<file path="config.mk">
export PLATFORM = sky130hd
export DESIGN_NAME = drop_controller
export DESIGN_NICKNAME = d
export VERILOG_FILES = /design/src/rtl/drop_controller.sv
export SDC_FILE = /design/constraint.sdc
export NUM_CORES = 1
export LEC_CHECK = 0
export ABC_CLOCK_PERIOD_IN_PS = 7390
export CORE_ASPECT_RATIO = 0.8
export CORE_MARGIN = 2
export CORE_UTILIZATION = 45
export CTS_BUF_LIST = sky130_fd_sc_hd__clkbuf_2
export DETAILED_ROUTE_END_ITERATION = 6
export GPL_ROUTABILITY_DRIVEN = 0
export GPL_TIMING_DRIVEN = 0
export PLACE_DENSITY_LB_ADDON = 0.08
export SETUP_SLACK_MARGIN = 0.2
export SYNTH_ARGS = -nofsm -noshare
export SYNTH_HDL_FRONTEND = slang
export SYNTH_SLANG_ARGS = --single-unit
</file>
<file path="constraint.sdc">
create_clock -name clk -period 7.39 [get_ports clk]
set_clock_uncertainty 0.1 [all_clocks]
set_input_delay 1.478 -clock clk [delete_from_list [all_inputs] [get_ports clk]]
set_output_delay 1.478 -clock clk [all_outputs]
set_load 0.01 [all_outputs]
</file>
<file path="src/rtl/drop_controller.sv">
// drop_controller: Connect-Four move engine; scans a column bottom-up, places the piece, qualifies checker flags, reports.
// Latency: done_valid r+4 cycles after accept for landing row r; ROWS+1 for a full column; 1 for an illegal column.
// Backpressure: move_ready is high only in IDLE; requests while busy or after game over are not taken.
// Optional: define DROP_CONTROLLER_DRAW_EN to add the move counter and draw (status 11) detection.
module drop_controller #(
  parameter int ROWS     = 8,
  parameter int COLS     = 8,
  parameter int ROW_BITS = 3,
  parameter int COL_BITS = 3
) (
  input  logic                   clk,
  input  logic                   rst,
  input  logic                   new_game,
  input  logic                   move_valid,
  input  logic [COL_BITS-1:0]    move_col,
  output logic                   move_ready,
  output logic                   done_valid,
  output logic [1:0]             done_status,
  output logic                   game_over,
  output logic [1:0]             winner,
  output logic [ROWS*COLS*2-1:0] board_vec,
  output logic [ROW_BITS-1:0]    current_row,
  output logic [COL_BITS-1:0]    current_col,
  output logic [1:0]             current_player,
  input  logic [12:0]            result_flags
);

  localparam int BV_W  = ROWS * COLS * 2;
  localparam int IDX_W = $clog2(BV_W);
`ifdef DROP_CONTROLLER_DRAW_EN
  localparam int CNT_W = ROW_BITS + COL_BITS + 1;
`endif

  typedef enum logic [2:0] {IDLE, SCAN, WRITE, CHECK, REPORT, OVER} state_t;

  state_t              state_q, state_d;
  logic [ROW_BITS-1:0] scan_row_q, scan_row_d;
  logic [BV_W-1:0]     board_q, board_d;
  logic [ROW_BITS-1:0] current_row_q, current_row_d;
  logic [COL_BITS-1:0] current_col_q, current_col_d;
  logic [1:0]          current_player_q, current_player_d;
  logic                move_ready_q, move_ready_d;
  logic                done_valid_q, done_valid_d;
  logic [1:0]          done_status_q, done_status_d;
  logic                game_over_q, game_over_d;
  logic [1:0]          winner_q, winner_d;
`ifdef DROP_CONTROLLER_DRAW_EN
  logic [CNT_W-1:0]    move_count_q, move_count_d;
`endif

  // Cell addressing: the scan pointer reads, the landed position writes.
  logic [IDX_W-1:0] scan_idx, wr_idx;
  logic [1:0]       scan_cell;
  assign scan_idx  = IDX_W'((int'(scan_row_q) * COLS + int'(current_col_q)) * 2);
  assign wr_idx    = IDX_W'((int'(current_row_q) * COLS + int'(current_col_q)) * 2);
  assign scan_cell = board_q[scan_idx +: 2];

  // The checker's index arithmetic wraps, so a flag only counts if its whole
  // 4-cell window lies on the board around the landed position.
  int          row_i, col_i;
  logic [12:0] in_bounds;
  logic        win_hit;
  assign row_i        = int'(current_row_q);
  assign col_i        = int'(current_col_q);
  assign in_bounds[0] = (row_i >= 3);
  for (genvar k = 1; k <= 4; k++) begin : g_mask
    localparam int LO = 4 - k;
    localparam int HI = k - 1;
    assign in_bounds[k]     = (col_i - LO >= 0) && (col_i + HI < COLS);
    assign in_bounds[4 + k] = (row_i - LO >= 0) && (col_i - LO >= 0) &&
                              (row_i + HI < ROWS) && (col_i + HI < COLS);
    assign in_bounds[8 + k] = (row_i + LO < ROWS) && (row_i - HI >= 0) &&
                              (col_i - LO >= 0) && (col_i + HI < COLS);
  end
  assign win_hit = |(result_flags & in_bounds);

  // Next-state logic for the move FSM; new_game overrides everything last.
  always_comb begin
    state_d          = state_q;
    scan_row_d       = scan_row_q;
    board_d          = board_q;
    current_row_d    = current_row_q;
    current_col_d    = current_col_q;
    current_player_d = current_player_q;
    move_ready_d     = move_ready_q;
    done_valid_d     = 1'b0;
    done_status_d    = done_status_q;
    game_over_d      = game_over_q;
    winner_d         = winner_q;
`ifdef DROP_CONTROLLER_DRAW_EN
    move_count_d     = move_count_q;
`endif
    case (state_q)
      IDLE: begin
        if (move_valid && !game_over_q) begin
          current_col_d = move_col;
          move_ready_d  = 1'b0;
          if (int'(move_col) >= COLS) begin
            state_d       = REPORT;
            done_valid_d  = 1'b1;
            done_status_d = 2'b10;
          end else begin
            state_d    = SCAN;
            scan_row_d = '0;
          end
        end
      end
      SCAN: begin
        if (scan_cell == 2'b00) begin
          current_row_d = scan_row_q;
          state_d       = WRITE;
        end else if (int'(scan_row_q) == ROWS - 1) begin
          state_d       = REPORT;
          done_valid_d  = 1'b1;
          done_status_d = 2'b10;
        end else begin
          scan_row_d = scan_row_q + ROW_BITS'(1);
        end
      end
      WRITE: begin
        board_d[wr_idx +: 2] = current_player_q;
`ifdef DROP_CONTROLLER_DRAW_EN
        move_count_d = move_count_q + CNT_W'(1);
`endif
        state_d = CHECK;
      end
      CHECK: begin
        done_valid_d = 1'b1;
        state_d      = REPORT;
        if (win_hit) begin
          done_status_d = 2'b01;
          winner_d      = current_player_q;
          game_over_d   = 1'b1;
        end
`ifdef DROP_CONTROLLER_DRAW_EN
        else if (move_count_q == CNT_W'(ROWS * COLS)) begin
          done_status_d = 2'b11;
          game_over_d   = 1'b1;
        end
`endif
        else begin
          done_status_d = 2'b00;
        end
      end
      REPORT: begin
        if (game_over_q) begin
          state_d = OVER;
        end else begin
          if (done_status_q == 2'b00) begin
            current_player_d = (current_player_q == 2'b01) ? 2'b10 : 2'b01;
          end
          state_d      = IDLE;
          move_ready_d = 1'b1;
        end
      end
      OVER: begin
        move_ready_d = 1'b0;
      end
      default: begin
        state_d = IDLE;
      end
    endcase
    if (new_game) begin
      state_d          = IDLE;
      board_d          = '0;
      game_over_d      = 1'b0;
      winner_d         = 2'b00;
      done_status_d    = 2'b00;
      done_valid_d     = 1'b0;
      current_player_d = 2'b01;
      move_ready_d     = 1'b1;
`ifdef DROP_CONTROLLER_DRAW_EN
      move_count_d     = '0;
`endif
    end
  end

  // State and registered outputs, cleared asynchronously by rst.
  always_ff @(posedge clk or posedge rst) begin
    if (rst) begin
      state_q          <= IDLE;
      scan_row_q       <= '0;
      board_q          <= '0;
      current_row_q    <= '0;
      current_col_q    <= '0;
      current_player_q <= 2'b01;
      move_ready_q     <= 1'b1;
      done_valid_q     <= 1'b0;
      done_status_q    <= 2'b00;
      game_over_q      <= 1'b0;
      winner_q         <= 2'b00;
`ifdef DROP_CONTROLLER_DRAW_EN
      move_count_q     <= '0;
`endif
    end else begin
      state_q          <= state_d;
      scan_row_q       <= scan_row_d;
      board_q          <= board_d;
      current_row_q    <= current_row_d;
      current_col_q    <= current_col_d;
      current_player_q <= current_player_d;
      move_ready_q     <= move_ready_d;
      done_valid_q     <= done_valid_d;
      done_status_q    <= done_status_d;
      game_over_q      <= game_over_d;
      winner_q         <= winner_d;
`ifdef DROP_CONTROLLER_DRAW_EN
      move_count_q     <= move_count_d;
`endif
    end
  end

  assign move_ready     = move_ready_q;
  assign done_valid     = done_valid_q;
  assign done_status    = done_status_q;
  assign game_over      = game_over_q;
  assign winner         = winner_q;
  assign board_vec      = board_q;
  assign current_row    = current_row_q;
  assign current_col    = current_col_q;
  assign current_player = current_player_q;

endmodule

</file>
=== Word-level counts from Yosys, hierarchy flattened ===
Cells that the tools add are included.

* Register bits: 149
* Bits of input ports: 20
* Output and inout bits: 143
* Logic and storage cells: 152

* $add $sub $neg: 16
* Order comparisons: 17
* Equal/unequal tests: 17
* Shift-type cells: 3
* Mux-type cells: 37
* Bitwise logic cells: 1
* Reductions and logical operators: 50

{| class="wikitable"
|+ Operators by type and width
! cell !! count
|-
| two-way mux 128 bit || 2
|-
| bitwise mux 128 bit || 1
|-
| variable shift 2 x 9 -> 128 bit, first input constant || 1
|-
| indexed part select 128 x 8 -> 2 bit || 1
|-
| indexed part select 2 x 9 -> 128 bit || 1
|-
| logical AND 1 bit || 29
|-
| greater-or-equal comparator 4 x 1 -> 1 bit, second input constant || 6
|-
| < comparator 4 bit, second input constant || 6
|-
| two-way mux 3 bit || 8
|-
| two-way mux 2 bit || 11
|-
| case mux 3 bit (6 select lines) || 1
|-
| adder 3 x 2 -> 4 bit, second input constant || 4
|-
| subtractor 3 x 2 -> 4 bit, second input constant || 4
|-
| AND 13 bit || 1
|-
| OR reduction 13 bit || 1
|-
| adder 6 x 3 -> 6 bit || 2
|-
| inequality test 3 bit, second input constant || 4
|-
| AND reduction 3 bit || 4
|-
| nonzero test 2 bit || 6
|-
| two-way mux 1 bit || 10
|-
| inequality test 2 bit, second input constant || 5
|-
| negator 7 -> 9 bit || 1
|-
| adder 3 x 1 -> 4 bit, second input constant || 2
|-
| < comparator 3 x 4 -> 1 bit, second input constant || 2
|-
| other kinds (20) || 28
|}

=== Logic depth before layout (Yosys ltp) ===
Gate-level depths: netlist (run 1).

* Depth after elaboration: 10
* Mapped depth: 12
* Mapped depth without buffers: 9

=== Worst setup path before layout (run 1) ===
No wires, ideal clock.

* Kind: register to register
* Start point: register current_col_q[0] (netlist: current_col[0])
* End point: register board_q[100] (netlist: board_vec[100])
* Library setup time: 0.132 ns
* Arrival: 2.671 ns
* Data required time: 7.158 ns
* Path slack: 4.487 ns
* Cell stages (with the launch flop): 13
* Buffers on the path: 3
* Clock period less this slack: 2.903 ns
* Path through: dfrtp_1 > buf_4 > inv_2 > buf_2 > ha_1 > or3b_4 > or2_1 > o21ai_1 > and3_1 > clkbuf_1 > and2_1 > mux2i_1 > nor2_1

* Cells in the longest elaborated chain, start to end: 6
* Elaborated cells on any way between the ends: 7
* Those cells by class: add/sub: 2; shift: 2; mux: 3

{| class="wikitable"
|+ Ends and longest elaborated chain
! item !! RTL line !! source
|-
| start: declaration || 40 || <nowiki>logic [COL_BITS-1:0] current_col_q, current_col_d;</nowiki>
|-
| start signal: assignment || 200 || <nowiki>current_col_q <= current_col_d;</nowiki>
|-
| adder 6 x 3 -> 6 bit (*) || 55 || <nowiki>assign wr_idx = IDX_W'((int'(current_row_q) * COLS + int'(current_col_q)) * 2);</nowiki>
|-
| negator 7 -> 9 bit (*) || 121 || <nowiki>board_d[wr_idx +: 2] = current_player_q;</nowiki>
|-
| indexed part select 2 x 9 -> 128 bit or variable shift 2 x 9 -> 128 bit (tied branches) || 121 ||
|-
| bitwise mux 128 bit (*) || 121 ||
|-
| two-way mux 128 bit (*) || 93 || <nowiki>case (state_q)</nowiki>
|-
| two-way mux 128 bit (*) || 163 || <nowiki>if (new_game) begin</nowiki>
|-
| end signal: assignment || 198 || <nowiki>board_q <= board_d;</nowiki>
|-
| end: declaration || 38 || <nowiki>logic [BV_W-1:0] board_q, board_d;</nowiki>
|}

Every way passes the cells marked *; elsewhere a longest branch is shown, timed or not. The select of a mux whose other input is x is not followed.
A chain may end at the register's enable or synchronous reset.

=== Final worst setup path (run 1) ===
* Start point: register current_col_q[0] (netlist: current_col[0])
* End point: register board_q[68] (netlist: board_vec[68])

Same word-level chain as after synthesis.

==> results of run 1 <==
==> critical path, cell delays in order (launching register included) <==
cell and delay [ps]:
dfrtp_1 490, buf_4 210, inv_2 220, buf_2 320, ha_1 300, xnor2_1 280
nand2_1 350, nor3_1 1090, nand3_1 340, mux2i_1 240, nor2_1 50
==> cells in the final DEF (no fill, tap or decap), drive strengths merged, types with 4 or more instances in the layout <==
| cell | synthesis | routed |
|---|---|---|
| inv | 12 | 14 |
| clkdlybuf4s50 | 0 | 161 |
| nand3 | 52 | 52 |
| buf | 31 | 32 |
| or3 | 9 | 9 |
| o21ai | 49 | 49 |
| dfrtp | 147 | 147 |
| nor3 | 32 | 32 |
| clkinv | 0 | 5 |
| nand4 | 4 | 4 |
| or4 | 4 | 4 |
| nand2b | 9 | 9 |
| and3 | 5 | 5 |
| o311ai | 7 | 7 |
| nor2 | 136 | 136 |
| nor3b | 4 | 4 |
| ha | 6 | 6 |
| nand2 | 106 | 106 |
| a211oi | 11 | 11 |
| clkbuf | 32 | 49 |
| clkinvlp | 0 | 4 |
| nor4 | 6 | 6 |
| a21oi | 94 | 94 |
| a32o | 32 | 32 |
| mux2 | 4 | 4 |
| mux2i | 34 | 34 |
==> cell families after synthesis <==
family,share of synthesized area
XOR/XNOR,0.00534
flip-flops,0.468
multiplexers,0.0568
buffers and inverters,0.0446
AO/OA/AOI/OAI,0.196
AND/OR/NAND/NOR,0.220
adder cells (fa/ha/maj),0.00941
==> report_power, final <==
part           internal, uW  switching (uW)
Clock                   150             312
Sequential              846            28.8
Combinational           390             935
Total                  1390            1280
==> through the flow <==
step / power, uW / std cells / utilization / setup slack, ps / setup TNS [ps]
global placement: 2160 / 1276 / 0.570 / -373 / -52450
global route: 2780 / 1307 / 0.584 / 3150 / 0
finish: 2660 / 1307 / 0.584 / 3290 / 0
floorplan: 1720 / 890 / - / 1810 / 0
detailed placement: 2160 / 1277 / 0.571 / 3560 / 0
CTS: 2620 / 1307 / 0.584 / 3520 / 0
==> area by class of cell <==
class,instances,area (sq um),share of cell area
multi-input cells,666,3890,0.384
well taps,225,282,0.0278
repair buffers,162,1640,0.162
clock buffers,17,85.1,0.00841
flip-flops and latches,149,3730,0.369
clock inverters,13,134,0.0132
inverters,12,50.0,0.00495
plain buffers,63,310,0.0307
==> metal layers <==
metal / share of wire / vias up / wire [um]
met2: 0.42 / 537 / 12000
met3: 0.11 / 69 / 3180
met1: 0.44 / 3884 / 12500
met5: 0 / - / 0
li1: - / 3575 / -
met4: 0.034 / 0 / 962
==> path summary, 6_finish.rpt <==
| path | startpoint | end |
|---|---|---|
| min reg2reg | board_vec[19] | board_vec[19] |
| max reg2reg | current_col[0] | board_vec[68] |
| min in group asynchronous | rst | done_status[1] |
| max | current_col[0] | board_vec[68] |
| max in group asynchronous | rst | board_vec[42] |
| min | board_vec[19] | board_vec[19] |
==> sequential cells by signal, summed over array words and instances, names as in the netlist <==
signal and cells:
scan_row_q 3, board_vec 128, done_valid 1, current_col 3
current_player 2, current_row 3, done_status 2, winner 2
game_over 1, move_ready 1, state_q 3
==> summary.txt, run 1 <==
CTS
  – H-Tree Depth: 4
  – Root Driver: clkbuf_2
  – Clock Latency Late Sink: roughly 760 ps
  – Clock transition at path regs: roughly 220 ps
  – TritonCTS clock tree: yes
  – Total CTS buffers: 17
  – CTS resizes: 0
  – CTS max path bufs: 2
  – # Post-CTS Setup Buffers: 0
  – Clk sinks: roughly 150
  – Hold buffers post-CTS: 0

Final layout
  – # fillers: ~1.6k
  – Layout overhead on the synthesized area: 26.9%
  – Proportion of layout cells with a drive suffix above 1: 0.0804
  – Design area: roughly 0.01 sq mm
  – Antenna Cells: 0
  – # nets final: between 1k and 1.5k

STA
  – Worst Max-Slew Pin Slew: between 1000 and 1500 ps
  – Setup Viol. Count Final: 0
  – Hold Fails Final Rpt: 0
  – Final Cycle Share: 0.554
  – Worst slew margin: 0.0664
  – FMAX: 244 MHz
  – Minimum clock period after layout: ~4000 ps
  – Fin. max-slew vios: 0
  – WHS: 452 ps
  – RSZ-0062 raised after global routing: false

Die
  – Core footprint: roughly 0.017 sq mm
  – Initial Util: 0.460
  – Num ports: ~160
  – Die width: approximately 150 um
  – Die Y: between 100 and 150 um
  – Row cnt: 43
  – Total die area: 0.0188 sq mm

Synthesis
  – Yosys warns: 0
  – Mapped cell area: around 0.008 sq mm
  – Netlist cell types: just over 70
  – Top post-synthesis cells by area: dfrtp_1 (46%), nor2_1 (6.2%), a21oi_1 (5.9%)
  – Post-synth EDFFs: 0
  – Main synth FF type: dfrtp_1
  – Top-count cell post-synth: dfrtp_1
  – Syn_nets: between 900 and 1k
  – Sequential-to-total area share from yosys stat: 0.468
  – Synth Register Bits: around 150
  – Share of the synthesized area in the top cell type: 0.461
  – Fraction of registers with async set/reset: 1.00
  – Commonest cells in the netlist: dfrtp_1 (147), nor2_1 (131), nand2_1 (102)
  – Mean post-synth cell area: 8.96 sq um
  – Syn Inst Count: 890
  – Cell taking the most area after synthesis: dfrtp_1

Global route
  – First-pass GRT wire length: ~44000 um
  – Met3 GRT Util: 0.0866
  – Congestion Overflow GR: 0
  – GR Layer Usage met2: 0.434
  – Total track usage: 0.309
  – Vias in the first global route: roughly 7.6k
  – Initial antenna violation count: 0
  – Met1 Use GR: 0.451
  – Largest net degree at the start of global routing: 98
  – Gr busiest metal: met1

Placed design
  – PortBufs: between 150 and 200
  – DP Area: between 0.009 and 0.01 sq mm
  – Detailed placer's ending HPWL: around 21000 um

Detailed routing
  – Via density: between 6 and 7
  – Vias post-DR: between 8k and 9k
  – Drt first pass iters: 7
  – Drt total wl: 28700 um
  – Routed wire per std cell: around 22 um
  – Iter 0 DRT Violations: approximately 1.0k
  – DRC: 1
  – DRT antenna net count: 0

Setup path
  – CP endpoint kind: flip-flop
  – Setup CP Type: flip-flop to flip-flop
  – WP data arrival: 4630 ps
  – Critical path required time: around 8000 ps
  – Startpoint types: flip-flop
  – Reg2Reg Setup Slack: approximately 3300 ps
  – Crit path max fanout: 10
  – FF-to-FF path depth: 10

Status
  – Failing checks: DRC
  – Status: finished with violations

Pwr
  – Leakage dissipation: about 0.004 uW
  – Peak VDD IR: roughly 0.14 mV
  – Power density cells: 263 mW/mm^2

Worst hold path
  – Hold depth: 1
  – Worst min path class: flip-flop to flip-flop

Run
  – Max-cap violations: 0
Note: power is estimated with default switching activity, not from simulation.
==> run 2, diff against run 1 <==
--- a/config.mk
+++ b/config.mk
@@ -5,7 +5,7 @@
 export SDC_FILE = /design/constraint.sdc
 export NUM_CORES = 1
 export LEC_CHECK = 0
-export ABC_CLOCK_PERIOD_IN_PS = 7390
+export ABC_CLOCK_PERIOD_IN_PS = 3770
 export CORE_ASPECT_RATIO = 0.8
 export CORE_MARGIN = 2
 export CORE_UTILIZATION = 45
==> constraint.sdc (replaced) <==
create_clock -name clk -period 3.77 [get_ports clk]
set_clock_uncertainty 0.1 [all_clocks]
set_input_delay 0.754 -clock clk [delete_from_list [all_inputs] [get_ports clk]]
set_output_delay 0.754 -clock clk [all_outputs]
set_load 0.01 [all_outputs]
==> run 2 against run 1 <==
  * The run still ends with DRC left
  * Worst hold slack got worse by 180 ps
  * Final area up 2.3%
  * First-iteration DRC count fell by 2.8%
  * Sequential share of layout area is 0.83 points lower
  * Clock-buffer cell count rose by 3
  * Via count is 0.86% higher
  * Setup slack got worse by 3000 ps
  * Non-clock buffer count is 13 higher
  * Core utilization up 1.4 points
  * Sequential power is 97% higher
  * Combinational power grew 110%
  * Clock power increased by 120%
  * Highest routed layer unchanged
==> summary.txt, run 2 (same netlist as run 1, synthesis figures left out) <==
Status
  – Status: finished with violations (unchanged)
  – Failing checks: DRC (unchanged)

Die
  – Row cnt: 43 (unchanged)
  – Die Y: 123 um (unchanged)
  – Initial Util: 0.460 (unchanged)
  – Num ports: 163 (unchanged)
  – Die width: 153 um (unchanged)
  – Core footprint: 0.0173 sq mm (unchanged)
  – Total die area: 0.0188 sq mm (unchanged)

Final layout
  – # nets final: 1110 (was 1097)
  – Layout overhead on the synthesized area: 29.8% (was 26.9%)
  – Antenna Cells: 0 (unchanged)
  – Most frequent cells in the layout: clkdlybuf4s50_1 (161), dfrtp_1 (146), nor2_1 (130), nand2_1 (102), a21oi_1 (94) (was clkdlybuf4s50_1 (161), dfrtp_1 (147), nor2_1 (131), nand2_1 (102), a21oi_1 (94))
  – Proportion of layout cells with a drive suffix above 1: 0.0995 (was 0.0804)
  – Commonest non-fill, non-tap cell in the layout: clkdlybuf4s50_1 (unchanged)
  – Design area: 0.0104 sq mm (was 0.0101 sq mm)
  – Largest register FFs: 128 (unchanged)

Setup path
  – Critical path required time: 4280 ps (was 7930 ps)
  – Reg2Reg Setup Slack: 300 ps (was 3290 ps)
  – RR Startpoint: current_col[0] (unchanged)
  – Startpoint types: flip-flop (unchanged)
  – Reg-to-Reg End: board_vec[47] (was board_vec[68])
  – CP endpoint kind: flip-flop (unchanged)
  – Crit path max fanout: 10 (unchanged)
  – WP data arrival: 3990 ps (was 4630 ps)
  – CP top delay family: buffers and inverters (was simple AND/OR/NAND/NOR gates)
  – Setup CP Type: flip-flop to flip-flop (unchanged)
  – Slowest Stage Delay on Critical Path: 490 ps (was 1090 ps)
  – Slowest CP cell: dfrtp_2 (was nor3_1)
  – CP Buf/Inv Count: 5 (was 3)
  – FF-to-FF path depth: 12 (was 10)
  – Cell breakdown of the critical path: buf_4 > clkinv_2 > clkbuf_4 > ha_1 > or3b_4 > or2_1 > a2bb2oi_2 > nand2b_1 > buf_2 > clkbuf_2 > o21ai_0 > a21oi_1 (was buf_4 > inv_2 > buf_2 > ha_1 > xnor2_1 > nand2_1 > nor3_1 > nand3_1 > mux2i_1 > nor2_1)

STA
  – FMAX: 288 MHz (was 244 MHz)
  – Hold Fails Final Rpt: 0 (unchanged)
  – Minimum clock period after layout: 3470 ps (was 4100 ps)
  – Worst slew margin: 0.0465 (was 0.0664)
  – Fin. max-slew vios: 0 (unchanged)
  – Worst Max-Slew Pin Slew: 1420 ps (was 1390 ps)
  – RSZ-0062 raised after global routing: true (was false)
  – Setup Viol. Count Final: 0 (unchanged)
  – Setup_tns: 0 ps (unchanged)
  – Final Cycle Share: 0.921 (was 0.554)

Pwr
  – Power density cells: 535 mW/mm^2 (was 263 mW/mm^2)
  – Peak VDD IR: 0.307 mV (was 0.136 mV)
  – Leakage dissipation: 0.00422 uW (was 0.00409 uW)

Detailed routing
  – Top Metal Used: met4 (unchanged)
  – Via density: 6.16 (was 6.17)
  – Wire length on met2: 12200 um (was 12000 um)
  – Routed wire per std cell: 22.0 um (was 21.9 um)
  – Wl on met1: 12500 um (about the same)
  – Metal3 WL: 3450 um (was 3180 um)
  – Vias post-DR: 8134 (was 8065)
  – Iter 0 DRT Violations: 986 (was 1014)
  – DRC: 1 (unchanged)
  – Drt first pass iters: 7 (unchanged)
  – DRT antenna net count: 0 (unchanged)
  – Drt total wl: 29000 um (was 28700 um)

Global route
  – Largest net degree at the start of global routing: 42 (was 98)
  – Initial antenna violation count: 0 (unchanged)
  – Congestion Overflow GR: 0 (unchanged)
  – Total track usage: 0.309 (about the same)
  – Vias in the first global route: 7646 (was 7613)
  – First-pass GRT wire length: 43800 um (was 44000 um)

CTS
  – Root Driver: clkbuf_2 (unchanged)
  – Total CTS buffers: 17 (unchanged)
  – H-Tree Depth: 4 (unchanged)
  – TritonCTS clock tree: yes (unchanged)
  – Clk sinks: 149 (unchanged)
  – Hold buffers post-CTS: 0 (unchanged)
  – CTS max path bufs: 2 (unchanged)
  – Clock transition at path regs: 220 ps (about the same)
  – Clock Latency Late Sink: 750 ps (was 760 ps)

Placed design
  – PortBufs: 161 (unchanged)
  – Detailed placer's ending HPWL: 21300 um (was 20900 um)
  – DP Area: 0.00996 sq mm (was 0.00990 sq mm)

Run
  – Max-cap violations: 0 (unchanged)

Worst hold path
  – Worst min path class: input pin to asynchronous set/reset pin (was flip-flop to flip-flop)
[run 2: layout make-up]
class / instances / area, sq um
tap: 225 / 282
buffer: 63 / 318
inverter: 12 / 53.8
multi-input combinational: 666 / 3940
clock inverter: 11 / 158
timing repair buffer: 175 / 1770
clock buffer: 20 / 100
sequential: 149 / 3730
fill: 1585 / 6970
[run 2: routing by layer]
| metal | up-vias | global-route usage |
|---|---|---|
| met2 | 544 | 0.446 |
| met5 | - | 0 |
| met4 | 0 | 0.120 |
| met3 | 69 | 0.0918 |
| li1 | 3609 | - |
| met1 | 3912 | 0.439 |
[run 2: power by group]
part | total (uW) | internal (uW) | switching, uW
registers | 1720 | 1660 | 56.3
logic | 2800 | 885 | 1920
clock network | 1020 | 435 | 586
total | 5540 | 2980 | 2560
[run 2: worst max-delay path by stage]
stage	start	to	slack, ps	depth (start not counted)
after floorplan	current_col[0]	board_vec[100]	870	12
after global placement	rst	board_vec[74]	-310	2
after detailed placement	current_col[0]	board_vec[68]	-80	10
after CTS	current_col[0]	board_vec[44]	250	12
after global routing	current_col[0]	board_vec[102]	160	12
final	current_col[0]	board_vec[47]	300	12
[run 2: stage by stage]
stage                     setup slack, ps  std cells   util  hold WS, ps  total power, uW
after floorplan                       867        890      -          437             3370
after global placement               -306       1276  0.570          417             4220
after detailed placement            -78.1       1280  0.575          419             4250
after CTS                             252       1311  0.591          269             5280
after global routing                  156       1321  0.598          270             5770
final                                 297       1321  0.598          270             5540
[run 2: what timing repair did]
action | 4_1_cts | 5_1_grt
buffers inserted | 0 | 10
endpoints found under the setup margin | 17 | 75
pin swaps | 0 | 4
resized for setup | 3 | 17
[run 2: worst reg2reg max path: cells and delay by family, from the launching register on]
kind | cells | cell delay [ps]
buf+inv | 5 | 1070
simple gates | 3 | 910
compound gates | 3 | 510
flops | 1 | 490
fa+ha+maj | 1 | 280
